## src/rtl/linie_pkg.sv

```systemverilog
// Shared types for the line-follower controller: FSM states, motor direction codes,
// circuit selection codes and the last-side memory.
package linie_pkg;

    typedef enum logic [2:0] {
        ST_IDLE     = 3'd0,
        ST_FOLLOW   = 3'd1,
        ST_SEARCH_R = 3'd2,
        ST_SEARCH_L = 3'd3,
        ST_FINISH   = 3'd4,
        ST_HALT     = 3'd5
    } stare_t;

    typedef enum logic {
        PARTE_DREAPTA = 1'b0,
        PARTE_STANGA  = 1'b1
    } parte_t;

    localparam logic [1:0] DIR_BRAKE = 2'b00;
    localparam logic [1:0] DIR_FWD   = 2'b01;
    localparam logic [1:0] DIR_REV   = 2'b10;

    localparam logic [1:0] CIRC_IDLE      = 2'b00;
    localparam logic [1:0] CIRC_DREPT     = 2'b01;
    localparam logic [1:0] CIRC_CURBE     = 2'b10;
    localparam logic [1:0] CIRC_ANDURANTA = 2'b11;

endpackage

```

## src/rtl/control_urmarire_linie_sincron.sv

```systemverilog
// Two-flop synchroniser for the asynchronous reflective sensor vector.
module sincron_senzori #(
    parameter int N = 5
) (
    input  logic         clk,
    input  logic         reset,
    input  logic [N-1:0] senzori_i,
    output logic [N-1:0] senzori_o
);

    logic [N-1:0] meta_q;
    logic [N-1:0] sinc_q;

    // metastability stage followed by the stable stage
    always_ff @(posedge clk) begin
        if (reset) begin
            meta_q <= {N{1'b0}};
            sinc_q <= {N{1'b0}};
        end else begin
            meta_q <= senzori_i;
            sinc_q <= meta_q;
        end
    end

    assign senzori_o = sinc_q;

endmodule

```

## src/rtl/control_urmarire_linie.sv

```systemverilog
// Line-follower controller: sensor sync, follow/search/finish FSM, debounced lap count, motor outputs.
// Optional macro SOFT_START_EN: duty words ramp up by DC_MAX/16 every 1024 clk instead of jumping.
module control_urmarire_linie
    import linie_pkg::*;
#(
    parameter int N_SENZORI = 5,
    parameter int DC_W      = 13,
    parameter int DC_MAX    = 2457,
    parameter int DC_CURBA  = 1228,
    parameter int LAP_W     = 8,
    parameter int DEB_CYC   = 1000,
    parameter int SEARCH_TO = 50000000,
    parameter int LAP_CURBE = 10
) (
    input  logic                 clk,
    input  logic                 reset,
    input  logic [N_SENZORI-1:0] senzori,
    input  logic [1:0]           circuit,
    output logic [1:0]           directie_driverA,
    output logic [1:0]           directie_driverB,
    output logic [DC_W-1:0]      factor_dc_driverA,
    output logic [DC_W-1:0]      factor_dc_driverB,
    output logic                 semnal_dreapta,
    output logic                 semnal_stanga,
    output logic                 stop,
    output logic [LAP_W-1:0]     count_ture,
    output logic [2:0]           stare
);

    localparam int MIJ   = N_SENZORI / 2;
    localparam int DEB_W = $clog2(DEB_CYC + 1);
    localparam int TO_W  = $clog2(SEARCH_TO + 1);

    localparam logic [DC_W-1:0]  DC_ZERO   = {DC_W{1'b0}};
    localparam logic [DC_W-1:0]  DC_DREPT  = DC_W'(DC_MAX);
    localparam logic [DC_W-1:0]  DC_INT    = DC_W'(DC_CURBA);
    localparam logic [DEB_W-1:0] DEB_ULTIM = DEB_W'(DEB_CYC - 1);
    localparam logic [DEB_W-1:0] DEB_UNU   = DEB_W'(1);
    localparam logic [TO_W-1:0]  TO_ULTIM  = TO_W'(SEARCH_TO - 1);
    localparam logic [TO_W-1:0]  TO_UNU    = TO_W'(1);
    localparam logic [LAP_W-1:0] LAP_UNU   = LAP_W'(1);
    localparam logic [LAP_W-1:0] LAP_PLIN  = {LAP_W{1'b1}};
    localparam logic [LAP_W-1:0] LIM_CURBE = LAP_W'(LAP_CURBE);

    logic [N_SENZORI-1:0] sinc_s;
    logic centru_s, int_dr_s, int_st_s, sosire_s, linie_s, pierdut_s, deb_gata_s, limita_s;

    stare_t           stare_q, stare_d;
    parte_t           parte_q, parte_d;
    logic [DEB_W-1:0] deb_q, deb_d;
    logic [TO_W-1:0]  to_q, to_d;
    logic [LAP_W-1:0] count_q, count_d;
    logic [1:0]       dir_a_q, dir_a_d, dir_b_q, dir_b_d;
    logic [DC_W-1:0]  dc_a_q, dc_a_d, dc_b_q, dc_b_d;
    logic [DC_W-1:0]  tinta_a_s, tinta_b_s;
    logic             sdr_q, sst_q, stop_q;

    sincron_senzori #(.N(N_SENZORI)) u_sincron (
        .clk       (clk),
        .reset     (reset),
        .senzori_i (senzori),
        .senzori_o (sinc_s)
    );

    assign centru_s   = sinc_s[MIJ];
    assign int_dr_s   = |sinc_s[MIJ-1:1];
    assign int_st_s   = |sinc_s[N_SENZORI-2:MIJ+1];
    assign sosire_s   = sinc_s[0] & sinc_s[N_SENZORI-1];
    assign linie_s    = centru_s | int_dr_s | int_st_s;
    assign pierdut_s  = ~|sinc_s;
    assign deb_gata_s = sosire_s && (deb_q == DEB_ULTIM);
    assign limita_s   = ((circuit == CIRC_DREPT) && (count_q >= LAP_UNU)) ||
                        ((circuit == CIRC_CURBE) && (count_q >= LIM_CURBE));

    // next state, debounce/timeout counters, lap counter and last-side memory
    always_comb begin
        stare_d = stare_q;
        count_d = count_q;
        to_d    = {TO_W{1'b0}};
        if (sosire_s) begin
            deb_d = (deb_q == DEB_ULTIM) ? deb_q : deb_q + DEB_UNU;
        end else begin
            deb_d = {DEB_W{1'b0}};
        end
        if ((stare_q == ST_FOLLOW) || (stare_q == ST_FINISH)) begin
            if (int_dr_s && !int_st_s) begin
                parte_d = PARTE_DREAPTA;
            end else if (int_st_s && !int_dr_s) begin
                parte_d = PARTE_STANGA;
            end else begin
                parte_d = parte_q;
            end
        end else begin
            parte_d = parte_q;
        end
        case (stare_q)
            ST_IDLE: begin
                if (circuit != CIRC_IDLE) stare_d = ST_FOLLOW;
                else                      stare_d = ST_IDLE;
            end
            ST_FOLLOW: begin
                // a completed finish pattern outranks a simultaneous line loss
                if (deb_gata_s) begin
                    stare_d = ST_FINISH;
                    count_d = (count_q == LAP_PLIN) ? count_q : count_q + LAP_UNU;
                end else if (pierdut_s) begin
                    stare_d = (parte_q == PARTE_STANGA) ? ST_SEARCH_L : ST_SEARCH_R;
                end else begin
                    stare_d = ST_FOLLOW;
                end
            end
            ST_SEARCH_R, ST_SEARCH_L: begin
                to_d = (to_q == TO_ULTIM) ? to_q : to_q + TO_UNU;
                if (linie_s)                stare_d = ST_FOLLOW;
                else if (to_q == TO_ULTIM)  stare_d = ST_HALT;
                else                        stare_d = stare_q;
            end
            ST_FINISH: begin
                if (limita_s)       stare_d = ST_HALT;
                else if (!sosire_s) stare_d = ST_FOLLOW;
                else                stare_d = ST_FINISH;
            end
            ST_HALT: begin
                stare_d = ST_HALT;
            end
            default: begin
                stare_d = ST_IDLE;
            end
        endcase
        if (circuit == CIRC_IDLE) begin
            stare_d = ST_IDLE;
            count_d = {LAP_W{1'b0}};
            deb_d   = {DEB_W{1'b0}};
            to_d    = {TO_W{1'b0}};
        end else begin
            count_d = count_d;
        end
    end

    // motor directions and duty targets for the state being entered
    always_comb begin
        dir_a_d   = DIR_BRAKE;
        dir_b_d   = DIR_BRAKE;
        tinta_a_s = DC_ZERO;
        tinta_b_s = DC_ZERO;
        case (stare_d)
            ST_FOLLOW, ST_FINISH: begin
                dir_a_d = DIR_FWD;
                dir_b_d = DIR_FWD;
                if (int_dr_s && !int_st_s) begin
                    tinta_a_s = DC_INT;
                    tinta_b_s = DC_DREPT;
                end else if (int_st_s && !int_dr_s) begin
                    tinta_a_s = DC_DREPT;
                    tinta_b_s = DC_INT;
                end else begin
                    tinta_a_s = DC_DREPT;
                    tinta_b_s = DC_DREPT;
                end
            end
            ST_SEARCH_R: begin
                dir_a_d   = DIR_REV;
                dir_b_d   = DIR_FWD;
                tinta_a_s = DC_INT;
                tinta_b_s = DC_INT;
            end
            ST_SEARCH_L: begin
                dir_a_d   = DIR_FWD;
                dir_b_d   = DIR_REV;
                tinta_a_s = DC_INT;
                tinta_b_s = DC_INT;
            end
            default: begin
                dir_a_d   = DIR_BRAKE;
                dir_b_d   = DIR_BRAKE;
                tinta_a_s = DC_ZERO;
                tinta_b_s = DC_ZERO;
            end
        endcase
    end

`ifdef SOFT_START_EN
    localparam logic [DC_W-1:0] DC_PAS = DC_W'(DC_MAX / 16);

    logic [9:0] pre_q, pre_d;
    logic       pas_s;

    // rises by at most one step per tick, falls (including to zero) at once
    function automatic logic [DC_W-1:0] rampa(input logic [DC_W-1:0] actual,
                                              input logic [DC_W-1:0] tinta,
                                              input logic            pas_ok);
        if (tinta <= actual)             return tinta;
        else if (!pas_ok)                return actual;
        else if ((tinta - actual) > DC_PAS) return actual + DC_PAS;
        else                             return tinta;
    endfunction

    assign pas_s = (pre_q == 10'd1023);

    // ramp prescaler restarts while stopped so the first step lands 1024 clk after leaving IDLE
    always_comb begin
        if ((stare_d == ST_IDLE) || (stare_d == ST_HALT)) pre_d = 10'd0;
        else                                               pre_d = pre_q + 10'd1;
        dc_a_d = rampa(dc_a_q, tinta_a_s, pas_s);
        dc_b_d = rampa(dc_b_q, tinta_b_s, pas_s);
    end

    // ramp prescaler register
    always_ff @(posedge clk) begin
        if (reset) pre_q <= 10'd0;
        else       pre_q <= pre_d;
    end
`else
    // duties follow their targets directly
    always_comb begin
        dc_a_d = tinta_a_s;
        dc_b_d = tinta_b_s;
    end
`endif

    // all state and output registers
    always_ff @(posedge clk) begin
        if (reset) begin
            stare_q <= ST_IDLE;
            parte_q <= PARTE_DREAPTA;
            deb_q   <= {DEB_W{1'b0}};
            to_q    <= {TO_W{1'b0}};
            count_q <= {LAP_W{1'b0}};
            dir_a_q <= DIR_BRAKE;
            dir_b_q <= DIR_BRAKE;
            dc_a_q  <= DC_ZERO;
            dc_b_q  <= DC_ZERO;
            sdr_q   <= 1'b0;
            sst_q   <= 1'b0;
            stop_q  <= 1'b0;
        end else begin
            stare_q <= stare_d;
            parte_q <= parte_d;
            deb_q   <= deb_d;
            to_q    <= to_d;
            count_q <= count_d;
            dir_a_q <= dir_a_d;
            dir_b_q <= dir_b_d;
            dc_a_q  <= dc_a_d;
            dc_b_q  <= dc_b_d;
            sdr_q   <= sinc_s[0];
            sst_q   <= sinc_s[N_SENZORI-1];
            stop_q  <= (stare_d == ST_HALT);
        end
    end

    assign directie_driverA  = dir_a_q;
    assign directie_driverB  = dir_b_q;
    assign factor_dc_driverA = dc_a_q;
    assign factor_dc_driverB = dc_b_q;
    assign semnal_dreapta    = sdr_q;
    assign semnal_stanga     = sst_q;
    assign stop              = stop_q;
    assign count_ture        = count_q;
    assign stare             = stare_q;

endmodule

```

## config.mk

```make
export PLATFORM = sky130hd
export DESIGN_NAME = control_urmarire_linie
export DESIGN_NICKNAME = d
export VERILOG_FILES = /design/src/rtl/linie_pkg.sv /design/src/rtl/control_urmarire_linie_sincron.sv /design/src/rtl/control_urmarire_linie.sv
export SDC_FILE = /design/constraint.sdc
export NUM_CORES = 1
export LEC_CHECK = 0
export CAP_MARGIN = 20
export CORE_MARGIN = 5
export CORE_UTILIZATION = 35
export DETAILED_ROUTE_END_ITERATION = 7
export SLEW_MARGIN = 20
export SYNTH_ARGS = -nofsm -noshare
export SYNTH_HDL_FRONTEND = slang
export SYNTH_SLANG_ARGS = --single-unit
```

## constraint.sdc

```tcl
create_clock -name clk -period 6.65 [get_ports clk]
set_clock_uncertainty 0.1 [all_clocks]
set_input_delay 0.665 -clock clk [delete_from_list [all_inputs] [get_ports clk]]
set_output_delay 0.665 -clock clk [all_outputs]
set_load 0.05 [all_outputs]
```

==> flow_summary.toml <==
[synthesis]
ys_top_cells_by_count = "dfxtp_1 (70), nor2_1 (58), nand2_1 (25)"
syn_area_sq_um = 3250
yosysMostFrequentCell = "dfxtp_1"
netlist_top_cells_area = "dfxtp_1 (43%), nor2_1 (6.7%), xor2_1 (6.2%)"
synth_edf_count = 0
post_synth_and_or_nand_nor_area_fraction_pct = 28.9
synth_top_family_by_area = "simple AND/OR/NAND/NOR gates"
synth_seq_cells = 70
synthCells = 364
synthArstFlopShare_pct = 0
yosys.area.top_type = "dfxtp_1"
synthXorXnorAreaFrac_pct = 11.0
ys_warn_count = 0
muxShareOfSynthArea_pct = 0.308
synth_fa_ha_area_share_pct = 3.08
synth_cell_types = 51
synth_compound_area_share_pct = 6.36
yosysTopAreaCellShare_pct = 43.1
avgSynthCellArea_sq_um = 8.92
synth-seq-area-share_pct = 43.1
synthFlopType = "dfxtp_1"

[global_route]
grt_max_degree = 27
antenna_found_initial = 0
grt_pass1_vias = 2337
grt_use_total_pct = 11.9
overflow = 0
grt_pass1_wl_um = 11000

[floorplanning]
io_pins = 53
fp.dieH_um = 106
coreArea_sq_um = 9150
rows = 35
die_w_um = 106
die_area_sq_um = 11300
initial_core_util_pct = 35.5

[drt]
wirelength_um = 6290
vias = 2435
avgViaCountPerCell = 4.76
drt_iter0_markers = 91
dr.pass1.iters = 4
drc = 0
ant_nets = 0
wl_per_cell_um = 12.3

[timing]
timing.fmax_mhz = 369
rsz0062_at_grt = "false"
hold_violations = 0
setup-violations-final = 0
finalWorstSetupSlack_ns = 3.94
slew_violations = 0
final.period_utilization_pct = 40.8
period_needed_ns = 2.71
setup_tns_ns = 0
worst_pin_slew_ns = 0.848
slew-limit-headroom_pct = 43.3

[clock_network]
cts_max_level = 3
holdBufCountCts = 0
clkLatencyLatePin_ns = 0.35
clkSinkCount = 70
cts_buffers = 9
cts.clk_slew.worst_paths_ns = 0.08
postCtsResizedCells = 0
clock-root-buffer = "clkbuf_8"
postCtsSetupRepairBufs = 0
clockBufferDepth = 2
tritoncts = "built"

[power]
peakVddDrop_uv = 114
p_per_area_nw_per_um2 = 246
leakage_uw = 0.00135

[placed_design]
post-dp-hpwl_um = 4700
port-buffer-count = 44
pre_cts_ws_ns = 3.84
gp_congestion = 0.756

[cells_and_area]
syn2layout_area_growth_pct = 19.5
antenna_cells = 0
fillers = 912
utilization_pct = 42.4
layout-drive-gt1-share_pct = 7.98
nets = 413

[min_path]
hp-class = "reg -> reg"

[critical_path]
crit_required_ns = 6.80
cp.arrival_ns = 2.86
critPathLaunchType = "flop"
path_max_fanout = 8
r2r_slack_ns = 3.94
critPathKind = "reg -> reg"
worst_setup_path_end_kind = "flop"

[run]
maxCapViolations = 0

[outcome]
status = "finished clean"
==> per-layer routing <==
metal	track usage (%)	routed length (um)	vias up
met4	6.11	135	0
met3	2.43	266	10
li1	-	-	1262
met2	18.3	2760	44
met1	15.6	3130	1119
met5	0	0	-
==> layout make-up <==
| type | count | area [sq um] | area share [%] |
|---|---|---|---|
| clock buffers | 10 | 138 | 3.54 |
| clock inverters | 6 | 91.3 | 2.35 |
| inverters | 8 | 30.0 | 0.773 |
| multi-input cells | 263 | 1640 | 42.3 |
| flip-flops and latches | 70 | 1400 | 36.1 |
| well taps | 111 | 139 | 3.58 |
| repair buffers | 44 | 440 | 11.3 |
==> final timing paths <==
path                                          start                endpoint  cells after the start
worst min register to register  u_sincron.meta_q[1]  u_sincron.senzori_o[1]                      1
worst min-delay path            u_sincron.meta_q[1]  u_sincron.senzori_o[1]                      1
worst max-delay path                  count_ture[0]    factor_dc_driverA[8]                      8
worst max register to register        count_ture[0]    factor_dc_driverA[8]                      8
==> kinds of logic after synthesis <==
logic type	count (synthesis)
muxes	1
and+or+nand+nor	177
other	1
AOI/OAI and AO/OA	29
adders and majority gates	8
buffers and inverters	38
xor gates and xnor gates	40
DFF	70
==> layout by cell type, fill, tap and decap left out, types with 2 or more instances in the layout <==
| cell | n |
|---|---|
| dfxtp_1 | 70 |
| and3_1 | 3 |
| clkdlybuf4s50_1 | 44 |
| inv_1 | 8 |
| nor4b_1 | 4 |
| ha_1 | 8 |
| or2b_1 | 2 |
| nor3b_1 | 3 |
| nor2_1 | 58 |
| or2_2 | 2 |
| nor3_1 | 11 |
| xor2_1 | 23 |
| clkbuf_8 | 10 |
| and4_1 | 2 |
| o21ai_0 | 7 |
| or3_1 | 5 |
| a21oi_1 | 11 |
| conb_1 | 8 |
| nor4_1 | 4 |
| nand4_1 | 9 |
| bufinv_16 | 2 |
| nand2_1 | 25 |
| nand3_1 | 21 |
| nor2b_1 | 15 |
| a211oi_1 | 2 |
| xnor2_1 | 16 |
| inv_6 | 2 |
==> worst max-delay path: stages, from the launching register on <==
cell,delay (ns)
dfxtp_1,0.51
inv_1,0.11
ha_1,0.21
o31ai_1,0.29
a21oi_1,0.13
o311a_1,0.34
a2111o_2,0.51
xor2_2,0.20
nor4_1,0.21
==> metrics by stage <==
step	hold slack, ns	cells	cell area, sq um	total power (uW)
3_5_place_dp	0.334	496	3650	574
5_1_grt	0.367	512	3880	994
3_3_place_gp	0.331	496	3650	573
4_1_cts	0.351	512	3880	966
2_1_floorplan	0.314	371	3270	549
6_report	0.347	512	3880	955
==> state kept, by name, indices dropped and copies added, names as in the netlist, 2 cells and up <==
| register | flops |
|---|---|
| count_ture | 8 |
| u_sincron.meta_q | 5 |
| factor_dc_driverB | 2 |
| stare | 3 |
| directie_driverB | 2 |
| deb_q | 10 |
| u_sincron.senzori_o | 5 |
| factor_dc_driverA | 3 |
| to_q | 26 |
| directie_driverA | 2 |
==> report_power, final <==
| part | internal [uW] | total (uW) | switching (uW) |
|---|---|---|---|
| clock network | 224 | 391 | 167 |
| registers | 429 | 436 | 7.14 |
| logic | 39.6 | 128 | 88.1 |
| total | 692 | 955 | 263 |
Power figures use the tool's default switching activity.
==> RTL edit (same settings) <==
The output `directie_driverA` loses its register stage (`dir_a_q` becomes a continuous assignment).
--- a/src/rtl/control_urmarire_linie.sv
+++ b/src/rtl/control_urmarire_linie.sv
@@ -227,5 +227,4 @@
             to_q    <= {TO_W{1'b0}};
             count_q <= {LAP_W{1'b0}};
-            dir_a_q <= DIR_BRAKE;
             dir_b_q <= DIR_BRAKE;
             dc_a_q  <= DC_ZERO;
@@ -240,5 +239,4 @@
             to_q    <= to_d;
             count_q <= count_d;
-            dir_a_q <= dir_a_d;
             dir_b_q <= dir_b_d;
             dc_a_q  <= dc_a_d;
@@ -249,4 +247,6 @@
         end
     end
+
+    assign dir_a_q = dir_a_d;
 
     assign directie_driverA  = dir_a_q;
Function: changed (Yosys sat finds a counterexample within 4 cycles, from zero or initial values and one cycle with reset high).
==> RTL edit against the unedited design <==
  * Sequential share of layout area fell by 0.93 points
  * Total power is 4.8% lower
  * Register-to-register slack gained 140 ps
  * Setup slack worse by 1600 ps
  * Largest cell class unchanged
  * Design area is 0.29% lower
  * Sequential cell count is 2 lower
  * Die area down 0.24%
  * Wire length up 3.5%
  * Synthesized area decreased by 0.27%
==> RTL edit: results (changes against the unedited design) <==
| Metric | Value |
|---|---|
| Status | `complete, no violations (unchanged)` |
| Gr usage total | `0.118 (was 0.119)` |
| Maximum capacitance violations | `0 (unchanged)` |
| Post CTS Setup Buffer Count | `0 (unchanged)` |
| Number of distinct library cells after synthesis | `47 (was 51)` |
| HP Start | `u_sincron.meta_q[4] (was u_sincron.meta_q[1])` |
| Initial antenna violation count | `0 (unchanged)` |
| R2R Path Start | `count_ture[0] (unchanged)` |
| Area after DPL | `0.00366 mm2 (was 0.00365 mm2)` |
| Pin count of the biggest net entering global routing | `27 (unchanged)` |
| Vias in the first global route | `2322 (was 2337)` |
| Synth area leaders | `dfxtp_1 42%, nor2_1 6.8%, xor2_1 6.2% (was dfxtp_1 43%, nor2_1 6.7%, xor2_1 6.2%)` |
| Worst skew pair latency | `340 ps` |
| Worst r2r path cells | `8 (unchanged)` |
| WHS Endpoint | `u_sincron.senzori_o[4] (was u_sincron.senzori_o[1])` |
| Drt initial violations | `81 (was 91)` |
| Root buf cell | `clkbuf_8 (unchanged)` |
| Flop2flop setup slack | `4080 ps (was 3940 ps)` |
| Yosys Warn Count | `0 (unchanged)` |
| Worst vdd ir | `0.0865 mV (was 0.114 mV)` |
| Global placement routability congestion | `0.781 (was 0.756)` |
| Avg Vias per Cell | `4.82 (was 4.76)` |
| Max-slew violations | `0 (unchanged)` |
| Crit Reg-Reg Endpoint | `factor_dc_driverB[8] (was factor_dc_driverA[8])` |
| CTS buffer count | `9 (unchanged)` |
| Maximum buffer depth of the clock tree | `2 (unchanged)` |
| CP max FO | `4 (was 8)` |
| Post-synthesis sequential area ratio | `0.420 (was 0.431)` |
| Drt first pass iters | `4 (unchanged)` |
| # resized after CTS | `0 (unchanged)` |
| Fraction of layout cells with a size suffix above 1 | `0.0634 (was 0.0798)` |
| Placement Setup Slack | `2360 ps (was 3840 ps)` |
| Number of diodes | `0 (unchanged)` |
| Clock slew at reported path FFs | `80 ps (about the same)` |
| First-pass GRT wire length | `10.7 mm (was 11.0 mm)` |
| Hold Path Class | `reg -> reg (unchanged)` |
| Largest Register | `to_q (unchanged)` |
| Async SR Flop Fraction | `0 (unchanged)` |
| DR WL/cell | `12.5 um (was 12.3 um)` |
| Data arrival, critical path | `3560 ps (was 2860 ps)` |
| Pleak | `1.37 nW (was 1.35 nW)` |
| H-tree Lvls | `3 (unchanged)` |
| Commonest cells in the netlist | `68 x dfxtp_1, 59 x nor2_1, 29 x nand2_1 (was 70 x dfxtp_1, 58 x nor2_1, 25 x nand2_1)` |
| Nets | `422 (was 413)` |
| Max reg flops | `26 (unchanged)` |
| WHS Path Cells | `1 (unchanged)` |
| Slew HR | `0.418 (was 0.433)` |
| HPWL Detailed | `4.76 mm (was 4.70 mm)` |
| PortBufs | `44 (unchanged)` |
-- RTL edit: cell types whose count changed after synthesis, moves of 3 or more --
cell	unedited run	this run
and2_1	1	5
nand2_1	25	29
nand3_1	21	16
a21oi_1	11	8
nor3_1	11	15
nand4_1	9	12
inv_1	8	11
and3_1	3	9
nor4b_1	4	1
-- RTL edit: how the worst max path moves through the flow --
stage / to / cells past startpoint / slack, ps / startpoint
5_1_grt: directie_driverA[0] / 8 / 2060 / circuit[1]
3_5_place_dp: directie_driverA[0] / 8 / 2360 / circuit[1]
6_report: directie_driverA[0] / 8 / 2330 / circuit[1]
4_1_cts: directie_driverA[0] / 8 / 2360 / circuit[1]
3_3_place_gp: directie_driverA[0] / 8 / 2450 / circuit[1]
2_1_floorplan: directie_driverA[0] / 7 / 3080 / count_ture[1]
-- RTL edit: per-layer routing --
| layer | share of wire | wire (um) | vias to the layer above | global-route usage |
|---|---|---|---|---|
| met1 | 0.51 | 3310 | 1158 | 0.154 |
| met3 | 0.038 | 250 | 11 | 0.0279 |
| met2 | 0.43 | 2810 | 43 | 0.181 |
| met5 | 0 | 0 | - | 0 |
| met4 | 0.021 | 138 | 0 | 0.0611 |
| li1 | - | - | 1299 | - |
-- RTL edit: cells by family after synthesis --
logic type	after synthesis	share of synthesized area
buffers and inverters	40	0.0711
adder cells (fa/ha/maj)	8	0.0309
flip-flops	68	0.420
XOR/XNOR	39	0.105
multiplexers	2	0.00618
AND/OR/NAND/NOR	187	0.304
other	1	0.00116
AO/OA/AOI/OAI	27	0.0606
-- RTL edit: where the power goes --
group / switching [mW] / leakage [nW] / internal [mW]
clock: 0.158 / 0.109 / 0.210
sequential: 0.00610 / 0.552 / 0.415
combinational: 0.0826 / 0.707 / 0.0373
-- RTL edit: area by class of cell --
class / count / area [um2]
fillers: 922 / 5280
multi-input cells: 271 / 1670
flip-flops and latches: 68 / 1360
repair buffers: 44 / 440
well taps: 111 / 139
clock buffers: 9 / 124
clock inverters: 7 / 91.3
inverters: 11 / 41.3
-- RTL edit: stage by stage --
| step | power (mW) | instances | hold WS, ps |
|---|---|---|---|
| floorplan | 0.526 | 379 | 314 |
| global placement | 0.550 | 505 | 327 |
| detailed placement | 0.551 | 505 | 326 |
| CTS | 0.922 | 521 | 336 |
| global route | 0.944 | 521 | 364 |
| finish | 0.909 | 521 | 335 |
-- RTL edit: critical path: stages --
cell,delay [ps]
clkdlybuf4s50_1,510
nand2_1,70
o31ai_1,280
nor4_1,110
o311ai_0,660
a221oi_1,270
nor2_1,180
clkdlybuf4s50_1,830
